===== config.mk =====
export PLATFORM = sky130hd
export DESIGN_NAME = ram_loader
export DESIGN_NICKNAME = d
export VERILOG_FILES = /design/src/rtl/cpu_pkg.sv /design/src/rtl/sum8_acc.sv /design/src/rtl/ram_loader.sv
export SDC_FILE = /design/constraint.sdc
export NUM_CORES = 1
export LEC_CHECK = 0
export CORE_AREA = 4 4 93 95
export CTS_BUF_LIST = sky130_fd_sc_hd__clkbuf_2 sky130_fd_sc_hd__clkbuf_4 sky130_fd_sc_hd__clkbuf_8
export DETAILED_ROUTE_END_ITERATION = 8
export DIE_AREA = 0 0 97 99
export PLACE_DENSITY = 0.74
export SYNTH_ARGS = -nofsm -noshare
export SYNTH_HDL_FRONTEND = slang
export SYNTH_SLANG_ARGS = --single-unit

===== constraint.sdc =====
create_clock -name clk -period 2.4 [get_ports clk]
set_clock_uncertainty 0.05 [all_clocks]
set_input_delay 0.48 -clock clk [delete_from_list [all_inputs] [get_ports clk]]
set_output_delay 0.48 -clock clk [all_outputs]
set_load 0.1 [all_outputs]

===== src/rtl/cpu_pkg.sv =====
// Shared loader definitions: FSM state encoding and length-count helpers.
package cpu_pkg;

    typedef enum logic [2:0] {
        ST_IDLE   = 3'd0,
        ST_WRITE  = 3'd1,
        ST_VERIFY = 3'd2,
        ST_CHECK  = 3'd3,
        ST_DONE   = 3'd4,
        ST_ERROR  = 3'd5
    } state_e;

    // Counters need one extra bit so a full 256-byte load is representable.
    localparam int unsigned           CNT_W          = 9;
    localparam logic [CNT_W-1:0]      LEN_ZERO_COUNT = 9'd256;

    function automatic logic [CNT_W-1:0] len_to_count(input logic [7:0] len_raw);
        return (len_raw == 8'h00) ? LEN_ZERO_COUNT : {1'b0, len_raw};
    endfunction

endpackage


===== src/rtl/sum8_acc.sv =====
// Modulo-256 byte accumulator with synchronous clear and enable.
module sum8_acc (
    input  logic       clk,
    input  logic       rst_n,
    input  logic       clr_i,
    input  logic       en_i,
    input  logic [7:0] din_i,
    output logic [7:0] sum_o
);

    logic [7:0] sum_q, sum_d;

    // NOTE: every always_comb output gets a default first, so no path can infer a latch.
    always_comb begin
        sum_d = sum_q;
        if (clr_i) begin
            sum_d = 8'h00;
        end else if (en_i) begin
            sum_d = sum_q + din_i;
        end
    end

    // NOTE: state registers use non-blocking assignments so all flops sample pre-edge values.
    always_ff @(posedge clk or negedge rst_n) begin
        if (!rst_n) begin
            sum_q <= 8'h00;
        end else begin
            sum_q <= sum_d;
        end
    end

    assign sum_o = sum_q;

endmodule


===== src/rtl/ram_loader.sv =====
// Streams host bytes into a RAM, optionally reads them back to compare sums,
// then releases the CPU with a one-cycle run pulse.
module ram_loader
    import cpu_pkg::*;
#(
    parameter logic [7:0] BASE_ADDR = 8'h00,
    parameter bit         DO_VERIFY = 1'b1
) (
    input  logic       clk,
    input  logic       rst,
    input  logic       start,
    input  logic [7:0] len,
    input  logic       byte_valid,
    input  logic [7:0] byte_data,
    output logic       byte_ready,
    output logic [7:0] mem_addr,
    output logic [7:0] mem_wdata,
    output logic       mem_wren,
    output logic       mem_rden,
    input  logic [7:0] mem_rdata,
    output logic       busy,
    output logic       cpu_run,
    output logic       done,
    output logic       error,
    output logic [7:0] checksum
);

    state_e           state_q, state_d;
    logic [CNT_W-1:0] len_q, len_d;
    logic [CNT_W-1:0] acc_cnt_q, acc_cnt_d;
    logic [CNT_W-1:0] rd_cnt_q, rd_cnt_d;
    logic             wr_en_q, wr_en_d;
    logic [7:0]       wr_addr_q, wr_addr_d;
    logic [7:0]       wr_data_q, wr_data_d;
    logic             rd_pend_q, rd_pend_d;
    logic             success_q, success_d;
    logic             error_q, error_d;

    logic             transfer;
    logic             rd_en;
    logic             clr_sums;
    logic [7:0]       wr_sum;
    logic [7:0]       rd_sum;

    always_comb begin
        state_d   = state_q;
        len_d     = len_q;
        acc_cnt_d = acc_cnt_q;
        rd_cnt_d  = rd_cnt_q;
        error_d   = error_q;
        clr_sums  = 1'b0;

        byte_ready = (state_q == ST_WRITE) && (acc_cnt_q != len_q);
        transfer   = byte_ready && byte_valid;
        rd_en      = (state_q == ST_VERIFY) && (rd_cnt_q != len_q);

        // Each accepted byte becomes a registered write on the following cycle.
        wr_en_d   = transfer;
        wr_addr_d = transfer ? (BASE_ADDR + acc_cnt_q[7:0]) : wr_addr_q;
        wr_data_d = transfer ? byte_data : wr_data_q;
        rd_pend_d = rd_en;

        case (state_q)
            ST_IDLE, ST_DONE, ST_ERROR: begin
                if (start) begin
                    state_d   = ST_WRITE;
                    len_d     = len_to_count(len);
                    acc_cnt_d = '0;
                    rd_cnt_d  = '0;
                    error_d   = 1'b0;
                    clr_sums  = 1'b1;
                end
            end
            ST_WRITE: begin
                if (transfer) begin
                    acc_cnt_d = acc_cnt_q + CNT_W'(1);
                end
                // The count reaches len in the cycle the final write is on the bus.
                if (acc_cnt_q == len_q) begin
                    state_d = DO_VERIFY ? ST_VERIFY : ST_DONE;
                end
            end
            ST_VERIFY: begin
                if (rd_en) begin
                    rd_cnt_d = rd_cnt_q + CNT_W'(1);
                end
                if ((rd_cnt_q == len_q) && rd_pend_q) begin
                    state_d = ST_CHECK;
                end
            end
            ST_CHECK: begin
                if (wr_sum == rd_sum) begin
                    state_d = ST_DONE;
                end else begin
                    state_d = ST_ERROR;
                    error_d = 1'b1;
                end
            end
            default: state_d = ST_IDLE;
        endcase

        success_d = (state_d == ST_DONE) && (state_q != ST_DONE);
    end

    always_ff @(posedge clk or negedge rst) begin
        if (!rst) begin
            state_q   <= ST_IDLE;
            len_q     <= '0;
            acc_cnt_q <= '0;
            rd_cnt_q  <= '0;
            wr_en_q   <= 1'b0;
            wr_addr_q <= 8'h00;
            wr_data_q <= 8'h00;
            rd_pend_q <= 1'b0;
            success_q <= 1'b0;
            error_q   <= 1'b0;
        end else begin
            state_q   <= state_d;
            len_q     <= len_d;
            acc_cnt_q <= acc_cnt_d;
            rd_cnt_q  <= rd_cnt_d;
            wr_en_q   <= wr_en_d;
            wr_addr_q <= wr_addr_d;
            wr_data_q <= wr_data_d;
            rd_pend_q <= rd_pend_d;
            success_q <= success_d;
            error_q   <= error_d;
        end
    end

    sum8_acc u_wr_sum (
        .clk   (clk),
        .rst_n (rst),
        .clr_i (clr_sums),
        .en_i  (transfer),
        .din_i (byte_data),
        .sum_o (wr_sum)
    );

    sum8_acc u_rd_sum (
        .clk   (clk),
        .rst_n (rst),
        .clr_i (clr_sums),
        .en_i  (rd_pend_q),
        .din_i (mem_rdata),
        .sum_o (rd_sum)
    );

    // Read and write phases never overlap, so the address mux needs no priority beyond this.
    assign mem_wren  = wr_en_q;
    assign mem_rden  = rd_en;
    assign mem_addr  = rd_en ? (BASE_ADDR + rd_cnt_q[7:0]) : (wr_en_q ? wr_addr_q : 8'h00);
    assign mem_wdata = wr_en_q ? wr_data_q : 8'h00;

    assign busy     = (state_q == ST_WRITE) || (state_q == ST_VERIFY) || (state_q == ST_CHECK);
    assign done     = success_q;
    assign cpu_run  = success_q;
    assign error    = error_q;
    assign checksum = wr_sum;

endmodule


# == After elaboration in Yosys (flattened, before gate mapping) ==
# Index checks and enable logic that the tools add are counted.
# op_classes
n_addsub,4
n_eq_ne,16
mux,23
n_reduce_logical,19
# op_table
operator,n
2-to-1 mux 8 bit,7
2-to-1 mux 9 bit,4
one-hot mux 9 bit (2 select lines),2
"adder 9 x 1 -> 9 bit, second input constant",2
== test 9 bit,2
!= test 9 bit,2
adder 8 bit,2
one-hot mux 3 bit (4 select lines),1
nonzero test 2 bit,5
"== test 3 bit, second input constant",3
2-to-1 mux 3 bit,3
AND reduction 3 bit,3
== test 8 bit,1
zero test 8 bit,1
"!= test 2 bit, second input constant",4
"== test 3 x 2 -> 1 bit, second input constant",2
logical AND 1 bit,5
2-to-1 mux 1 bit,5
"== test 3 x 1 -> 1 bit, second input constant",1
zero test 3 bit,1
"!= test 3 bit, second input constant",1
OR reduction 3 bit,1
logical OR 1 bit,2
one-hot mux 1 bit (2 select lines),1
AND reduction 2 bit,1
# totals
register_bits,66
inputBits,28
out_inout_bits,31
word_cells,74

# == Longest topological paths before layout ==
# logic_depth
word_depth,6
depth_mapped,9
depth_no_buf,9

# == Hierarchy ==
# Synthesis repeated with hierarchy kept, for this count alone.
# hier_totals
cells_unflattened,403
area_unflattened_um2,3997.6
# modules_own_cells
mod,n_inst,cells_per_inst,area_each_um2,seq_area_each_um2
ram_loader,1,271,2680.1,1251.2
sum8_acc (u_wr_sum),1,66,670.6,200.2
sum8_acc (u_rd_sum),1,66,646.9,200.2

# == Worst setup path before layout ==
# No wires, ideal clock.
# synth_timing
path_kind,reg2out
start,reg rd_cnt_q[2]
end,out mem_addr[0]
arrival_time_ns,3.505
t_required_ns,1.870
path_slack_ns,-1.635
stages_incl_launch_ff,7
n_path_buf,2
path_cell_list,dfrtp_1 > buf_4 > xor2_1 > nor4_2 > a31oi_4 > clkbuf_1 > o21ai_0
# synth_between
elab_chain_len,3
# synth_rtl
element,line,source
start: declaration,ram_loader.sv:31,"logic [CNT_W-1:0] rd_cnt_q, rd_cnt_d;"
start signal: assignment,ram_loader.sv:121,rd_cnt_q <= rd_cnt_d;
!= test 9 bit,ram_loader.sv:55,rd_en = (state_q == ST_VERIFY) && (rd_cnt_q != len_q);
logical AND 1 bit,ram_loader.sv:55,
2-to-1 mux 8 bit,ram_loader.sv:152,assign mem_addr = rd_en ? (BASE_ADDR + rd_cnt_q[7:0]) : (wr_en_q ? wr_addr_q : 8'h00);
end: declaration,ram_loader.sv:16,"output logic [7:0] mem_addr,"
# Every way passes these cells.

# == Worst setup path in the final report ==
# layout_timing
start,reg len_q[2]
end,out mem_addr[6]
# layout_between
elab_chain_len,3
# layout_rtl
element,line,source
start: declaration,ram_loader.sv:29,"logic [CNT_W-1:0] len_q, len_d;"
start signal: assignment,ram_loader.sv:119,len_q <= len_d;
!= test 9 bit,ram_loader.sv:55,
logical AND 1 bit,ram_loader.sv:55,
2-to-1 mux 8 bit,ram_loader.sv:152,
# Every way passes these cells.

==> results.txt <==
- Fill cell total of the finished layout: 589
* Clock H-tree levels: 3
- Power Total: 7400 uW
- Reg2reg start: len_q[0]$_DFFE_PN0P_
- The run finished, with violations left.
- Final GP Congestion: 0.828
- Antenna violations before repair: 0
- Tot GR Track Use: 20.6%
- Path depth of the worst reg2reg path: 10
* Switching power: 3800 uW
- Post-synth EDFFs: 0
* Die Height: 99 um
* Final layout net count: 558
- Post-synthesis to final-layout area growth: 35.4%
- The routed layout has 3322 vias.
* Final critical-path setup slack: -177 ps
- Counting every net in the synthesized netlist gives 468.
* Total clock buffers created by CTS: 9
- The first global-routing pass estimated 16200 um of wire.
- Portion of synthesized cell area occupied by the leading cell type: 43.0%
* First-pass detailed-route iteration total: 4
- Of the synthesized area, sequential elements account for 43.0%.
- Including well taps, the total number of placed cells is 593.
- The repair_antennas step left the layout with diodes totalling 0.
- Hold violation count in the final report: 0
* Final-report setup violation count: 9
- Maximum buffer depth of the clock tree: 2
- In the synthesized netlist the async set-or-reset flop fraction comes to 100%.
- After global routing the overflow that remains totals 0.
* Yosys warning count: 0
- For this design the static power due to leakage is 0.00246 uW.
- Startpoint-to-endpoint class of the critical path: reg -> out
* Maximum vdd drop: 1260 uV
- In the final layout, the share of cells above drive strength 1 is 24.6%.
- Most frequently used flop master after synthesis: sky130_fd_sc_hd__dfrtp_1
- Clock network latency to the later pin of the worst-skew pair: 340 ps
* Maximum number of pins on one net before global-route repair: 67
- STA classifies the critical path endpoint as an output port.
- Maximum achievable frequency: 388 MHz
- The biggest area contributor in the post-synthesis netlist is sky130_fd_sc_hd__dfrtp_1.
- Number of nets with antenna violations after detailed routing: 0
* Cell area power density: 1420 nW/um2
- STA puts the critical path data arrival time at 2050 ps.
- Clock-pin slew was measured on the worst setup and hold paths at 80 ps.
- Proportion of power drawn by the clock network: 11.9%
- Quantity of hold-fixing buffers added after cts: 0
- At the pin with the least slew margin, the transition time is 489 ps.
- The final critical path takes up 107% of the cycle.
* Ranking of synthesized cells by area: sky130_fd_sc_hd__dfrtp_1 43%, sky130_fd_sc_hd__nand2_1 8.6%, sky130_fd_sc_hd__xor2_1 5.2%
- In this run, synthesis produced a sequential element count of 66.
* Drc violations: 0
* Core region area: 7730 um2
* Non-filler cells, final: 619
- The final max-slew violation count is 0.
- CTS tree: done
* Instance count of the mapped netlist: 422
* Crit path launch type: flip-flop
* Worst min-delay path category: in -> async
* Die width: 97 um
- Setup repair after global routing could not meet its margin everywhere.
- After floorplanning, the core was divided into 32 placement rows.
* Crit Reg-Reg Endpoint: rd_cnt_q[8]$_DFFE_PN0P_
- Post-synthesis instance area: 3840 um2
- Number of placed I/O pins: 59
- Total clock sinks: 66
* Relative contribution of sequential cells to total power: 27.5%
* Final wirelength: 9510 um
- The worst pin sits at a relative slew slack of 67.4%.
* Violations in the final reports: setup timing
- Clock tree root buffer cell: sky130_fd_sc_hd__clkbuf_8
- Detailed-route wire length per cell: 15.4 um
* DRC marker count from the first detailed-route iteration: 210
- IO buf count: 58
- The setup check on the worst reg-to-reg path leaves a slack of 120 ps.
* Maximum net fanout on the critical path: 6
* Distinct cells, synth: 44
- The share of total power dissipated in combinational logic is 60.7%.
- Max-cap violations: 0
* Initial core utilization: 49.7%
* Number of global-route vias before repair: 3363
* Die Footprint: 9600 um2
* Clock period minus final worst setup slack: 2580 ps
* P_int: 3600 uW
- Via density per instance: 5.37
* Mean cell area of the mapped netlist: 9.10 um2
- Summed over all nets, the half-perimeter wirelength after detailed placement is 6840 um.
* Fraction of power spent switching nets: 51.3%
- WP data required: 1870 ps
-- registers in the layout (all words and copies together) (netlist names), 3 cells and up --
register        cells
acc_cnt_q           9
len_q               9
rd_cnt_q            9
state_q             3
u_rd_sum.sum_o      8
u_wr_sum.sum_o      8
wr_addr_q           8
wr_data_q           8
-- power groups by stage --
stage | clock network (uW) | logic, uW | registers (uW)
after floorplan | 0 | 2660 | 2460
after global placement | 0 | 4280 | 2030
after detailed placement | 0 | 4360 | 2050
after CTS | 896 | 4450 | 2030
after global routing | 949 | 4830 | 2100
final | 878 | 4490 | 2030
-- worst max-delay path, cell delays in order (launching register included) --
cell and delay (ps):
sky130_fd_sc_hd__dfrtp_2 410, sky130_fd_sc_hd__xor2_1 170, sky130_fd_sc_hd__nor4_2 260, sky130_fd_sc_hd__buf_4 160, sky130_fd_sc_hd__a31oi_4 150, sky130_fd_sc_hd__clkbuf_16 220
sky130_fd_sc_hd__o21ai_4 140, sky130_fd_sc_hd__buf_12 190
-- layer usage --
metal / vias to the layer above / track usage, % / share of wire (%)
met2: 81 / 34.8 / 50
met4: 0 / 5.72 / 1.1
met5: - / 0 / 0
met3: 8 / 5.17 / 5.9
li1: 1621 / - / -
met1: 1612 / 26.5 / 43
-- cells in the final DEF (no fill, tap or decap), types with 4 or more instances in the layout --
master and n:
sky130_fd_sc_hd__a21o_1 5, sky130_fd_sc_hd__a21oi_1 12, sky130_fd_sc_hd__and2_1 10, sky130_fd_sc_hd__and3_1 5, sky130_fd_sc_hd__buf_12 13, sky130_fd_sc_hd__buf_4 53
sky130_fd_sc_hd__clkbuf_8 11, sky130_fd_sc_hd__clkdlybuf4s50_1 26, sky130_fd_sc_hd__dfrtp_1 60, sky130_fd_sc_hd__dfrtp_2 6, sky130_fd_sc_hd__ha_1 16, sky130_fd_sc_hd__inv_1 10
sky130_fd_sc_hd__mux2_2 7, sky130_fd_sc_hd__mux2i_1 11, sky130_fd_sc_hd__nand2_1 82, sky130_fd_sc_hd__nand2_2 6, sky130_fd_sc_hd__nand2b_1 7, sky130_fd_sc_hd__nand3_1 16
sky130_fd_sc_hd__nand4_1 6, sky130_fd_sc_hd__nor2_1 22, sky130_fd_sc_hd__nor2b_1 5, sky130_fd_sc_hd__nor4_1 4, sky130_fd_sc_hd__o21a_1 4, sky130_fd_sc_hd__o21ai_0 22
sky130_fd_sc_hd__o21ai_4 8, sky130_fd_sc_hd__or3_1 7, sky130_fd_sc_hd__xnor2_1 13, sky130_fd_sc_hd__xor2_1 23
-- cells in the mapped netlist, types with 2 or more instances --
| master | count |
|---|---|
| sky130_fd_sc_hd__o21ai_0 | 30 |
| sky130_fd_sc_hd__a21oi_1 | 13 |
| sky130_fd_sc_hd__and3_1 | 5 |
| sky130_fd_sc_hd__nand3b_1 | 3 |
| sky130_fd_sc_hd__o31ai_1 | 2 |
| sky130_fd_sc_hd__inv_1 | 10 |
| sky130_fd_sc_hd__and2_1 | 11 |
| sky130_fd_sc_hd__nand4_1 | 6 |
| sky130_fd_sc_hd__or3_1 | 7 |
| sky130_fd_sc_hd__ha_1 | 16 |
| sky130_fd_sc_hd__buf_2 | 6 |
| sky130_fd_sc_hd__nand2_1 | 88 |
| sky130_fd_sc_hd__dfrtp_1 | 66 |
| sky130_fd_sc_hd__nor2b_1 | 6 |
| sky130_fd_sc_hd__nand3_1 | 16 |
| sky130_fd_sc_hd__o21a_1 | 4 |
| sky130_fd_sc_hd__xnor2_1 | 13 |
| sky130_fd_sc_hd__a21o_1 | 5 |
| sky130_fd_sc_hd__a21boi_0 | 2 |
| sky130_fd_sc_hd__xor2_1 | 23 |
| sky130_fd_sc_hd__nand2b_1 | 7 |
| sky130_fd_sc_hd__fa_1 | 2 |
| sky130_fd_sc_hd__mux2i_1 | 11 |
| sky130_fd_sc_hd__nor2_1 | 23 |
| sky130_fd_sc_hd__nor3_1 | 6 |
| sky130_fd_sc_hd__mux2_2 | 7 |
| sky130_fd_sc_hd__nor3b_1 | 3 |
| sky130_fd_sc_hd__nor4b_1 | 2 |
| sky130_fd_sc_hd__nor4_1 | 4 |
| sky130_fd_sc_hd__buf_4 | 2 |
| sky130_fd_sc_hd__clkbuf_1 | 10 |
-- timing repair --
item                       in CTS  in global routing
gates cloned                    1                  0
gates resized for setup        10                  8
setup endpoints to repair       9                 14
buffers inserted                8                  2
pin swaps                       3                  2
-- stage by stage --
step | setup slack, ps | setup TNS (ps) | hold WS (ps) | instance area, um2 | util (%)
6_report | -177 | -1400 | 81.3 | 5200 | 67.3
5_1_grt | -245 | -1980 | 103 | 5200 | 67.3
4_1_cts | -185 | -1550 | 100 | 5170 | 66.9
3_5_place_dp | -261 | -759 | 416 | 4880 | 63.1
3_3_place_gp | -169 | -445 | 406 | 4880 | 63.1
2_1_floorplan | -98.2 | -254 | 134 | 3970 | -
-- final cells by class --
type | count | area, um2 | share of cell area, %
Clock buffer | 14 | 174 | 3.34
Inverter | 11 | 41.3 | 0.794
Clock inverter | 2 | 12.5 | 0.241
Tap cell | 102 | 128 | 2.45
Sequential cell | 66 | 1660 | 31.9
Timing Repair Buffer | 97 | 982 | 18.9
Multi-Input combinational cell | 327 | 2200 | 42.4
-- cells by family after synthesis --
logic type                 Yosys count  share of synthesized area, %
and+or+nand+nor                    190                          23.8
DFF                                 66                          43.0
AOI/OAI and AO/OA                   65                          10.6
xor gates and xnor gates            36                          8.21
buffers and inverters               29                          3.22
muxes                               18                          4.92
adders and majority gates           18                          6.25
-- worst max path at each step --
| stage | startpoint | to |
|---|---|---|
| floorplan | acc_cnt_q[3]$_DFFE_PN0P_ | byte_ready |
| global placement | mem_rdata[0] | u_rd_sum.sum_o[6]$_DFFE_PN0P_ |
| detailed placement | mem_rdata[0] | u_rd_sum.sum_o[6]$_DFFE_PN0P_ |
| CTS | len_q[2]$_DFFE_PN0P_ | mem_addr[1] |
| global route | len_q[2]$_DFFE_PN0P_ | mem_addr[6] |
| finish | len_q[2]$_DFFE_PN0P_ | mem_addr[6] |
No activity file was read; power rests on OpenSTA's default activity.
==> patch, RTL diff (same settings) <==
Reset style: synchronous (`rst` and `rst_n`), changed in 2 clocked blocks.
--- a/src/rtl/sum8_acc.sv
+++ b/src/rtl/sum8_acc.sv
@@ -21,7 +21,7 @@
     end
 
     // NOTE: state registers use non-blocking assignments so all flops sample pre-edge values.
-    always_ff @(posedge clk or negedge rst_n) begin
+    always_ff @(posedge clk) begin
         if (!rst_n) begin
             sum_q <= 8'h00;
         end else begin
--- a/src/rtl/ram_loader.sv
+++ b/src/rtl/ram_loader.sv
@@ -102,7 +102,7 @@
         success_d = (state_d == ST_DONE) && (state_q != ST_DONE);
     end
 
-    always_ff @(posedge clk or negedge rst) begin
+    always_ff @(posedge clk) begin
         if (!rst) begin
             state_q   <= ST_IDLE;
             len_q     <= '0;
Function: differs if rst is asserted again (counterexample within 4 cycles, from zero or initial values and one cycle with rst low); with rst held inactive, the same outputs for 10 cycles.
==> patch against the unedited design <==
- worst setup slack better by 0.10 ns
- first-iteration DRC count down 50%
- register-to-register slack better by 0.25 ns
- synthesized cell count is 0.24% higher
- critical path type unchanged
- area after synthesis down 4.5%
- highest routed layer unchanged
- sequential cell count unchanged
- the run still ends with setup timing left
- sequential share of layout area decreased by 4.7 points
- via count fell by 4.5%
- routed wire length down 3.9%
- critical path depth stayed put
- design area is 5.0% lower
Power is not compared: it rests on default switching activity, and its combinational part moved more than twofold at a synthesized area within 25%.
==> patch: results <==
status:
  status: "finished with violations"
  violations: "setup timing"
timing:
  finalSetupViolations: 8
  layout_setup_ws_ns: -0.07492
  relSlewSlack_pct: 63.05
  fin_setup_tns_ns: -0.3900
clock_tree:
  cts_buffers: 9
  clockBufferDepth: 2
  clk_pin_slew_ns: 0.07
  htreeDepth: 3
logic_synthesis:
  synthDistinctLibCells: 48
  synth_common_cells: "dfxtp_1 (66), nand2_1 (55), nor2_1 (33), xnor2_1 (30), mux2i_1 (25)"
  synth-warning-count: 0
  ys_seq_area_share_pct: 36.03
  ys_async_sr_fraction_pct: 0
  ys_top_cells_by_area: "dfxtp_1 (36%), xnor2_1 (7.2%), mux2i_1 (6.8%)"
  syn_inst: 423
  synth_nets: 469
global_routing:
  grt_max_degree: 34
  grt_pass1_vias: 3127
  antenna_found_initial: 0
  grt_pass1_wl_um: 15100
  groute.usage.overall_pct: 19.22
critical_path:
  arrival_ns: 1.94
  r2r-end: "u_rd_sum.sum_o[6]$_SDFFE_PP0P_"
  cp_max_fo: 24
  rrSetupSlack_ns: 0.37
  cp_slowest_cell: "dfxtp_2"
  r2r_cells: 9
  cpPeakStageDelay_ns: 0.40
  startpoint: "rd_cnt_q[4]$_SDFFE_PN0P_"
  r2r-start: "u_rd_sum.sum_o[0]$_SDFFE_PP0P_"
  critical-path-top-delay-family: "flip-flops"
placement:
  gp_congestion: 0.8897
  place_hpwl_um: 6754
  place_worst_setup_slack_ns: -0.3030
  dpl-instance-area_um2: 4651
  dp.cells: 589
drt:
  drt_iter0_markers: 106
  drt-wirelength-per-cell_um: 15.02
  viasPerCell: 5.220
cells_and_area:
  fin_cells: 608
  fin_nets: 547
  top_regs: "acc_cnt_q: 9 flops, len_q: 9 flops, rd_cnt_q: 9 flops"
  drive_above_1_share_pct: 22.53
  antenna_cells: 0
hold_path:
  holdCritPathClass: "flop to flop"
power_and_ir_drop:
  leakage_uw: 0.001908
## patch: changes by cell type in the layout (fill, tap and decap cells not counted), sizes merged, moves of 9 or more
cell / change
dfrtp: -66
dfxtp: +66
nand2: -33
xnor2: +17
nor2b: +15
mux2i: +14
a21boi: +12
buf: -12
nand3: -12
nor2: +10
o21ai: -9
## patch: kinds of logic (layout without fill, tap and decap cells)
family | Yosys count | count (layout) | synth area share [%]
simple gates | 161 | 161 | 22.25
compound gates | 73 | 73 | 13.24
flops | 66 | 66 | 36.03
xor+xnor | 47 | 47 | 11.22
buf+inv | 33 | 116 | 3.890
mux | 25 | 25 | 6.824
fa+ha+maj | 18 | 18 | 6.551
## patch: power by group
part,switching (uW),internal [uW],leakage [uW]
Combinational,341,254,0.00126
Sequential,48.9,1130,0.000543
Clock,418,546,0.000102
## patch: worst reg2reg max path, cell delays in order, from the launching register on
cell,delay (ns)
dfxtp_1,0.36
ha_1,0.18
inv_1,0.05
fa_1,0.39
nor2b_1,0.11
o21ai_0,0.11
a21boi_1,0.20
o21ai_0,0.12
mux2i_1,0.15
o311ai_0,0.14
## patch: timing repair
action,4_1_cts,5_1_grt
setup buffers,0,3
gates resized for setup,17,4
setup endpoints to repair,9,9
pin swaps,2,2
## patch: layer usage
layer / part of all wire (%) / track usage [%] / vias up
met2: 50 / 33.81 / 80
met3: 4.8 / 4.388 / 16
li1: - / - / 1597
met5: 0 / 0 / -
met1: 44 / 23.35 / 1481
met4: 1.7 / 5.940 / 0
## patch: layout make-up
class / count / area (um2)
multi-input combinational: 324 / 2346
sequential: 66 / 1346
clock inverter: 4 / 50.05
timing repair buffer: 85 / 855.8
tap: 102 / 127.6
clock buffer: 12 / 158.9
fill: 628 / 2786
inverter: 15 / 56.30
## patch: how the worst min path moves through the flow
stage,from,slack [ns],end,depth (start not counted)
final,error$_SDFFE_PN0P_,0.42,error$_SDFFE_PN0P_,2
after global routing,u_wr_sum.sum_o[2]$_SDFFE_PP0P_,0.47,u_wr_sum.sum_o[2]$_SDFFE_PP0P_,2
after CTS,error$_SDFFE_PN0P_,0.43,error$_SDFFE_PN0P_,2
after detailed placement,error$_SDFFE_PN0P_,0.42,error$_SDFFE_PN0P_,2
after global placement,error$_SDFFE_PN0P_,0.41,error$_SDFFE_PN0P_,2
after floorplan,u_rd_sum.sum_o[7]$_SDFFE_PP0P_,0.41,u_rd_sum.sum_o[7]$_SDFFE_PP0P_,2
